==> config.mk <==
export PLATFORM = sky130hd
export DESIGN_NAME = tap_bs_chain
export DESIGN_NICKNAME = d
export VERILOG_FILES = /design/src/rtl/tap_pkg.sv /design/src/rtl/tap_bs_slice.sv /design/src/rtl/tap_bs_chain.sv
export SDC_FILE = /design/constraint.sdc
export NUM_CORES = 1
export LEC_CHECK = 0
export BUFFER_PORTS_ARGS = -buffer_cell sky130_fd_sc_hd__buf_2
export CAP_MARGIN = 5
export CORE_ASPECT_RATIO = 0.8
export CORE_MARGIN = 4
export CORE_UTILIZATION = 45
export CTS_CLUSTER_SIZE = 14
export DETAILED_ROUTE_END_ITERATION = 7
export GPL_TIMING_DRIVEN = 1
export PLACE_DENSITY = 0.89
export SYNTH_ARGS = -nofsm -noshare
export SYNTH_HDL_FRONTEND = slang
export SYNTH_HIERARCHICAL = 1
export SYNTH_SLANG_ARGS = --single-unit
==> constraint.sdc <==
create_clock -name clockDR_i -period 0.9 [get_ports clockDR_i]
set_input_delay 0.09 -clock clockDR_i [delete_from_list [all_inputs] [get_ports clockDR_i]]
set_output_delay 0.09 -clock clockDR_i [all_outputs]
set_load 0.05 [all_outputs]
==> src/rtl/tap_pkg.sv <==
// Shared boundary-scan definitions.
//   tap_instr_e : TAP instruction opcodes that the decoder can issue
//   CELL_IN     : cell direction pad -> core
//   CELL_OUT    : cell direction core -> pad
package tap_pkg;

  typedef enum logic [3:0] {
    INSTR_EXTEST  = 4'b0000,
    INSTR_SAMPLE  = 4'b0001,
    INSTR_PRELOAD = 4'b0010,
    INSTR_INTEST  = 4'b0011,
    INSTR_BYPASS  = 4'b1111
  } tap_instr_e;

  localparam logic CELL_IN  = 1'b0;
  localparam logic CELL_OUT = 1'b1;

endpackage

==> src/rtl/tap_bs_slice.sv <==
// One boundary-scan cell: shift flop (posedge), update flop (negedge) and
// the functional/test output mux. DIR selects output (core->pad) or input
// (pad->core) behaviour.
// Ports:
//   trst       async active-low reset
//   clock_dr   DR clock
//   capture_en load capture value (already qualified by chain select)
//   shift_en   load scan_data (already qualified by chain select)
//   update_en  copy shift flop into update flop on falling edge
//   extest     drive pad from update flop (output cells)
//   intest     drive core from update flop, capture core side (input cells)
//   scan_data  serial input from the next-higher cell (or si for the MSB)
//   core_val   core-side functional value
//   pad_val    pad-side functional value
//   sr         shift flop state (serial output toward the LSB)
//   pad_drive  value to the pad (0 for input cells)
//   core_drive value to the core (0 for output cells)
module tap_bs_slice
  import tap_pkg::*;
#(
  parameter logic DIR     = CELL_IN,
  parameter logic UPD_RST = 1'b0
) (
  input  logic trst,
  input  logic clock_dr,
  input  logic capture_en,
  input  logic shift_en,
  input  logic update_en,
  input  logic extest,
  input  logic intest,
  input  logic scan_data,
  input  logic core_val,
  input  logic pad_val,
  output logic sr,
  output logic pad_drive,
  output logic core_drive
);

  logic ur;
  logic cap;

  // Input cells under INTEST observe the core-side response instead of the pad.
  always_comb begin
    cap = pad_val;
    if (DIR == CELL_OUT || intest) cap = core_val;
  end

  always_ff @(posedge clock_dr or negedge trst) begin
    if (!trst)           sr <= 1'b0;
    else if (capture_en) sr <= cap;
    else if (shift_en)   sr <= scan_data;
  end

  always_ff @(negedge clock_dr or negedge trst) begin
    if (!trst)          ur <= UPD_RST;
    else if (update_en) ur <= sr;
  end

  always_comb begin
    pad_drive  = 1'b0;
    core_drive = 1'b0;
    if (DIR == CELL_OUT) pad_drive  = extest ? ur : core_val;
    else                 core_drive = intest ? ur : pad_val;
  end

endmodule

==> src/rtl/tap_bs_chain.sv <==
// Parametrised boundary-scan register of WIDTH cells between si_i and so_o.
// Supports SAMPLE, PRELOAD, EXTEST and INTEST; shift on posedge clockDR_i,
// update on negedge clockDR_i. LSB shifts out first, si_i enters the MSB.
// Ports:
//   trst_i        async active-low TAP reset
//   clockDR_i     DR clock
//   captureDR_i   Capture-DR state
//   shiftDR_i     Shift-DR state
//   updateDR_i    Update-DR state
//   sample_i, preload_i, extest_i, intest_i  decoded instruction strobes
//   si_i / so_o   serial in / out
//   core_i        core-side functional values (output cells)
//   pad_i         pad-side functional values (input cells)
//   pad_o         to pads
//   core_o        to core
module tap_bs_chain
  import tap_pkg::*;
#(
  parameter int unsigned      WIDTH    = 8,
  parameter logic [WIDTH-1:0] DIR_MASK = 8'hF0,
  parameter logic [WIDTH-1:0] UPD_RST  = '0
) (
  input  logic             trst_i,
  input  logic             clockDR_i,
  input  logic             captureDR_i,
  input  logic             shiftDR_i,
  input  logic             updateDR_i,
  input  logic             sample_i,
  input  logic             preload_i,
  input  logic             extest_i,
  input  logic             intest_i,
  input  logic             si_i,
  output logic             so_o,
  input  logic [WIDTH-1:0] core_i,
  input  logic [WIDTH-1:0] pad_i,
  output logic [WIDTH-1:0] pad_o,
  output logic [WIDTH-1:0] core_o
);

  logic             sel;
  logic             capture_en;
  logic             shift_en;
  logic             update_en;
  logic [WIDTH-1:0] sr;
  logic [WIDTH-1:0] shift_src;

  // Capture has priority over shift inside each slice.
  always_comb begin
    sel        = sample_i | preload_i | extest_i | intest_i;
    capture_en = sel & captureDR_i;
    shift_en   = sel & shiftDR_i;
    // SAMPLE alone never loads the update stage.
    update_en  = updateDR_i & (preload_i | extest_i | intest_i);
  end

  generate
    if (WIDTH == 1) begin : g_single
      assign shift_src = si_i;
    end else begin : g_multi
      assign shift_src = {si_i, sr[WIDTH-1:1]};
    end
  endgenerate

  assign so_o = sr[0];

  generate
    for (genvar k = 0; k < WIDTH; k++) begin : g_cell
      tap_bs_slice #(
        .DIR     (DIR_MASK[k]),
        .UPD_RST (UPD_RST[k])
      ) u_slice (
        .trst       (trst_i),
        .clock_dr   (clockDR_i),
        .capture_en (capture_en),
        .shift_en   (shift_en),
        .update_en  (update_en),
        .extest     (extest_i),
        .intest     (intest_i),
        .scan_data  (shift_src[k]),
        .core_val   (core_i[k]),
        .pad_val    (pad_i[k]),
        .sr         (sr[k]),
        .pad_drive  (pad_o[k]),
        .core_drive (core_o[k])
      );
    end
  endgenerate

endmodule

==> results of run 1 <==
[flip-flops by register name, indices dropped and copies added, names as in the netlist]
name and count:
g_cell.u_slice/sr 8, g_cell.u_slice/ur 8
[stage by stage]
stage	TNS, ns	worst slack [ns]	cells	util (%)	power, mW
2_1_floorplan	-7.36	-0.493	75	-	1.55
3_3_place_gp	-11.93	-0.637	139	62.8	1.82
3_5_place_dp	-12.36	-0.668	139	62.8	1.86
4_1_cts	-9.17	-0.716	150	76.0	2.59
5_1_grt	-10.36	-0.782	158	81.7	2.88
6_report	-9.69	-0.726	158	81.7	2.75
[repair_timing]
action                                  in CTS  in global routing
gates cloned                                 0                  0
hold buffers                                 1                  0
resized for setup                           42                 14
pin swaps                                    2                  1
endpoints found under the hold margin        8                  0
buffers inserted                             8                 12
endpoints found under the setup margin      25                 33
[final cells by class]
cell class	instances	area, um2	share of cell area [%]
Sequential cell	16	402	25.8
Multi-Input combinational cell	51	536	34.3
Timing Repair Buffer	63	556	35.6
Tap cell	24	30.0	1.93
Clock buffer	4	36.3	2.33
[layout by cell type (no fill, tap or decap), drive strengths merged]
cell type | netlist | routed
buf | 8 | 61
mux2 | 16 | 16
mux2i | 16 | 16
conb | 8 | 8
dfrtn | 8 | 8
dfrtp | 8 | 8
clkbuf | 0 | 5
o21ai | 4 | 4
nand2 | 4 | 4
o41a | 2 | 2
o31a | 1 | 1
dlygate4sd3 | 0 | 1
[cells by family (layout without fill, tap and decap cells)]
kind of cell / count (synthesis) / count (layout) / synth area share (%)
AO/OA/AOI/OAI: 7 / 7 / 5.75
buffers and inverters: 8 / 67 / 6.58
flip-flops: 16 / 16 / 43.8
multiplexers: 32 / 32 / 38.9
other: 8 / 8 / 3.29
AND/OR/NAND/NOR: 4 / 4 / 1.64
[power groups by stage]
stage | combinational (mW) | clock [mW] | sequential, mW
after floorplan | 0.604 | 0 | 0.949
after global placement | 0.894 | 0 | 0.925
after detailed placement | 0.921 | 0 | 0.935
after CTS | 1.17 | 0.486 | 0.926
after global routing | 1.40 | 0.536 | 0.950
final | 1.33 | 0.483 | 0.937
[worst min-delay path, cell delays in order]
cell     delay, ns
buf_2         0.09
nand2_1       0.04
o21ai_1       0.06
[metal layers]
layer / up-vias / track usage (%) / share of wire (%)
met5: - / 0 / 0
met4: 0 / 13.0 / 3.2
met3: 10 / 5.56 / 4.1
met2: 33 / 40.3 / 58
met1: 390 / 22.3 / 35
li1: 369 / - / -
[worst max-delay path by stage]
stage / cells past startpoint / slack (ns) / end
6_report: 2 / -0.73 / core_o[3]
5_1_grt: 2 / -0.78 / core_o[3]
4_1_cts: 2 / -0.72 / core_o[0]
3_5_place_dp: 3 / -0.67 / g_cell[7].u_slice/ur
3_3_place_gp: 3 / -0.64 / g_cell[5].u_slice/ur
2_1_floorplan: 1 / -0.49 / g_cell[0].u_slice/ur
==> results.json, run 1 <==
{
  "leakagePower_nw": 0.822,
  "yosys_warnings": 6,
  "insertion_delay_ns": 0.29,
  "clkPwrFrac_pct": 17.5,
  "seq_power_share_pct": 34.0,
  "pin_count": 43,
  "synth_cells": 75,
  "synth_area_leader_cell": "dfrtn_1",
  "antenna_found_initial": 0,
  "dr.pass1.iters": 4,
  "ir_drop_uv": 1480,
  "grt_max_degree": 16,
  "synth.avg_cell_area_um2": 12.2,
  "synth_flop_cell": "dfrtp_1",
  "crit_path_start_kind": "register",
  "fin_hold_ws_ns": 0.0234,
  "r2r_end": "g_cell[0].u_slice/ur",
  "cts_root_buffer": "clkbuf_4",
  "fin_nets": 161,
  "clk_pin_slew_ns": 0.10,
  "slew_violations": 0,
  "violations": "negative setup slack",
  "routed_wl_um": 2970,
  "post-route-drc-count": 0,
  "hp-start": "core_i[6]",
  "syn-num-nets": 101,
  "yosysUniqueCellTypes": 12,
  "fin_ws_ns": -0.726,
  "path_class": "register to output port",
  "grt_pass1_wl_um": 4170,
  "cts_tree": "done",
  "min_to": "g_cell[6].u_slice/sr",
  "end_kind": "output port",
  "drv_cap": 0,
  "crit_buf_inv": 1,
  "path_delay_family": "flip-flops",
  "dieArea_mm2": 0.00282,
  "fp.dieH_um": 48.3,
  "antenna_cells": 0,
  "n_fill_cell": 110,
  "stdcell_area_mm2": 0.00156,
  "power_density_mw_per_mm2": 1770,
  "whs_path_depth": 3,
  "timing_hold_violations_final": 0,
  "die_w_um": 58.4,
  "area_delta_synth_final_pct": 70.7,
  "power.switching_uw": 952,
  "grt_pass1_vias": 815,
  "synth_most_common_cell": "mux2i_1",
  "critPathMaxStageDelay_ns": 0.37,
  "rsz0062_at_grt": "yes",
  "viasPerCell": 5.08,
  "startpoint": "g_cell[3].u_slice/ur",
  "core_mm2": 0.00191,
  "combPwrFrac_pct": 48.5,
  "switching_share_pct": 34.6,
  "clock_skew_ns": 0.00631,
  "ant_nets": 0,
  "synthesis.area_um2": 913,
  "initial_core_util_pct": 47.8,
  "cts_sinks": 16,
  "synth-edff-count": 0,
  "synth_area_leaders": "dfrtn_1 (22%), dfrtp_1 (22%), mux2i_1 (18%)",
  "drt-wirelength-per-cell_um": 18.8,
  "dpl.hpwl_um": 1700,
  "status": "finished with violations",
  "reg2reg_slack_ns": -0.39,
  "ys_seq_elements": 16,
  "critPathArrivalTime_ns": 1.54,
  "via_count": 802,
  "globalRoute.totalOverflow": 0,
  "routabilityCongestion": 0.782,
  "drt_iter0_markers": 17,
  "htree_num_levels": 1,
  "dpl_cell_area_mm2": 0.00120,
  "cts_made_buffers": 3,
  "synth_async_sr_flop_share_pct": 100,
  "rows": 14,
  "rr_worst_depth": 1,
  "grt_use_total_pct": 21.4,
  "hp-class": "input pin to register",
  "setup_viol": 25,
  "clock_path_buffers": 2,
  "synth.top_cell.area_share_pct": 21.9,
  "ys_seq_area_share_pct": 43.8,
  "critPathMaxFanout": 2,
  "reg2reg_from": "g_cell[0].u_slice/sr",
  "drive_gt1_share_pct": 66.4,
  "required_ns": 0.81,
  "intPower_mw": 1.80,
  "crit_chain": "mux2_4 > buf_6",
  "cp_slowest_cell": "dfrtn_1",
  "portBuffers": 30
}
Power figures use the tool's default switching activity.
==> inputs of run 2 (changes only) <==
Settings changed: CORE_UTILIZATION 45 to 48, PLACE_DENSITY 0.89 to 0.93.
Clock period 0.9 ns to 2.1 ns, I/O delays scaled along.
==> run 2 against run 1 <==
Compared with the run above: the flow still finishes with violations (negative setup slack); critical endpoint unchanged; die area is 5.3% lower; worst setup slack improved by 0.49 ns; wire length is 35% lower; clock skew is 0.0013 ns lower; highest routed layer unchanged; clock-buffer cell count stayed put; utilization down 14 points; sequential cell count unchanged.
==> results.json, run 2 (same netlist as run 1, synthesis figures left out) <==
{
  "htree_num_levels": 1,
  "clock_path_buffers": 2,
  "final_cells": 127,
  "slew_violations": 0,
  "startpoint": "g_cell[3].u_slice/ur",
  "reg.largest.list": "g_cell.u_slice/sr x8, g_cell.u_slice/ur x8",
  "crit_path_start_kind": "register",
  "required_ns": 1.89,
  "path_class": "register to output port",
  "rows": 13,
  "dr.pass1.iters": 4,
  "drt-wirelength-per-cell_um": 15.1,
  "critPathMaxFanout": 2,
  "globalRoute.totalOverflow": 0,
  "routabilityCongestion": 0.773,
  "final-seq-area_um2": 400,
  "tightestPinTransition_ns": 0.555,
  "ant_nets": 0,
  "cts_made_buffers": 3,
  "setup_viol": 8,
  "power_density_mw_per_mm2": 801,
  "fin_hold_ws_ns": 0.160,
  "routed_wl_um": 1920,
  "antenna_found_initial": 0,
  "dpl.hpwl_um": 1440,
  "drt_iter0_markers": 7,
  "clk_pin_slew_ns": 0.08,
  "wl_met1_um": 804,
  "initial_core_util_pct": 53.5,
  "rsz0062_at_grt": "yes",
  "status": "finished with violations",
  "cts_tree": "done",
  "pin_count": 43,
  "fp.dieH_um": 47.0,
  "ir_drop_uv": 666,
  "grt_use_total_pct": 15.9,
  "dieArea_mm2": 0.00267,
  "n_fill_cell": 139,
  "portBuffers": 30,
  "postCtsSetupBuffers": 0,
  "slew_headroom_pct": 63.0,
  "insertion_delay_ns": 0.29,
  "timing_hold_violations_final": 0,
  "final_common_cell": "buf_2",
  "post-route-drc-count": 0,
  "die_w_um": 56.8,
  "end_kind": "output port",
  "topRoutingLayerUsed": "met4",
  "cts_root_buffer": "clkbuf_4",
  "cts_sinks": 16,
  "reg2reg_from": "g_cell[5].u_slice/sr",
  "reg2reg_slack_ns": 0.20,
  "hp-start": "core_i[6]",
  "antenna_cells": 0,
  "leakagePower_nw": 0.603,
  "viasPerCell": 5.20,
  "drive_gt1_share_pct": 46.7,
  "dpl.cell_count": 122,
  "multi_input_area_um2": 475,
  "critPathArrivalTime_ns": 2.12,
  "routed-wl-met3_um": 141,
  "fin_ws_ns": -0.231,
  "area_delta_synth_final_pct": 27.3,
  "violations": "negative setup slack",
  "final_cell_mix": "buf_2 (22), mux2i_1 (16)",
  "grt_max_degree": 17,
  "fin_nets": 132,
  "clock_skew_ns": 0.00496,
  "via_count": 660,
  "p_total_uw": 931,
  "drv_cap": 0,
  "grt_pass1_vias": 676,
  "wl_met2_um": 938,
  "hp-class": "input pin to register",
  "grt_pass1_wl_um": 3110,
  "core_mm2": 0.00171
}
run 2: cell types whose count changed in the layout (fill, tap and decap cells not counted), moves of 2 or more:
cell / change
buf_2: +4
buf_4: -15
buf_6: -10
buf_8: -6
mux2_1: +4
mux2_2: +4
mux2_4: -8
nand2_1: +2
o21ai_1: +2
o21ai_2: -2
run 2: metrics by stage:
stage | TNS [ns] | area (um2) | setup slack, ns | utilization (%)
floorplan | -0.0117 | 921 | -0.00294 | -
finish | -1.72 | 1160 | -0.231 | 68.1
global placement | -1.14 | 1060 | -0.162 | 62.1
detailed placement | -1.17 | 1060 | -0.180 | 62.1
CTS | -1.83 | 1160 | -0.251 | 68.1
global route | -2.04 | 1160 | -0.272 | 68.1
run 2: cell type report:
type	instances	share of cell area [%]
tap	22	2.37
multi-input combinational	51	40.9
clock buffer	4	2.26
sequential	16	34.4
timing repair buffer	34	20.0
run 2: worst paths after layout:
check,end,cells after the start
worst max-delay path,core_o[3],2
worst min register to register,g_cell[4].u_slice/ur,1
min in group asynchronous,g_cell[0].u_slice/sr,2
worst max register to register,g_cell[5].u_slice/ur,1
max in group asynchronous,g_cell[5].u_slice/ur,2
worst min-delay path,g_cell[6].u_slice/sr,3
run 2: timing repair:
item / in CTS / in global routing
endpoints found under the setup margin: 8 / 8
hold endpoints to repair: 8 / 0
hold buffers: 1 / 0
gates resized for setup: 20 / 0
run 2: where the power goes:
| group | internal, mW | switching, mW |
|---|---|---|
| registers | 0.365 | 0.0352 |
| logic | 0.153 | 0.211 |
| clock network | 0.0739 | 0.0925 |
run 2: metal layers:
metal	GRT usage (%)	vias up
li1	-	308
met1	18.2	321
met2	27.9	26
met3	5.49	5
met4	6.94	0
met5	0	-
run 2: critical path, stage by stage, from the launching register on:
cell and delay (ns):
dfrtn_1 0.36, mux2_4 0.27, buf_6 0.15
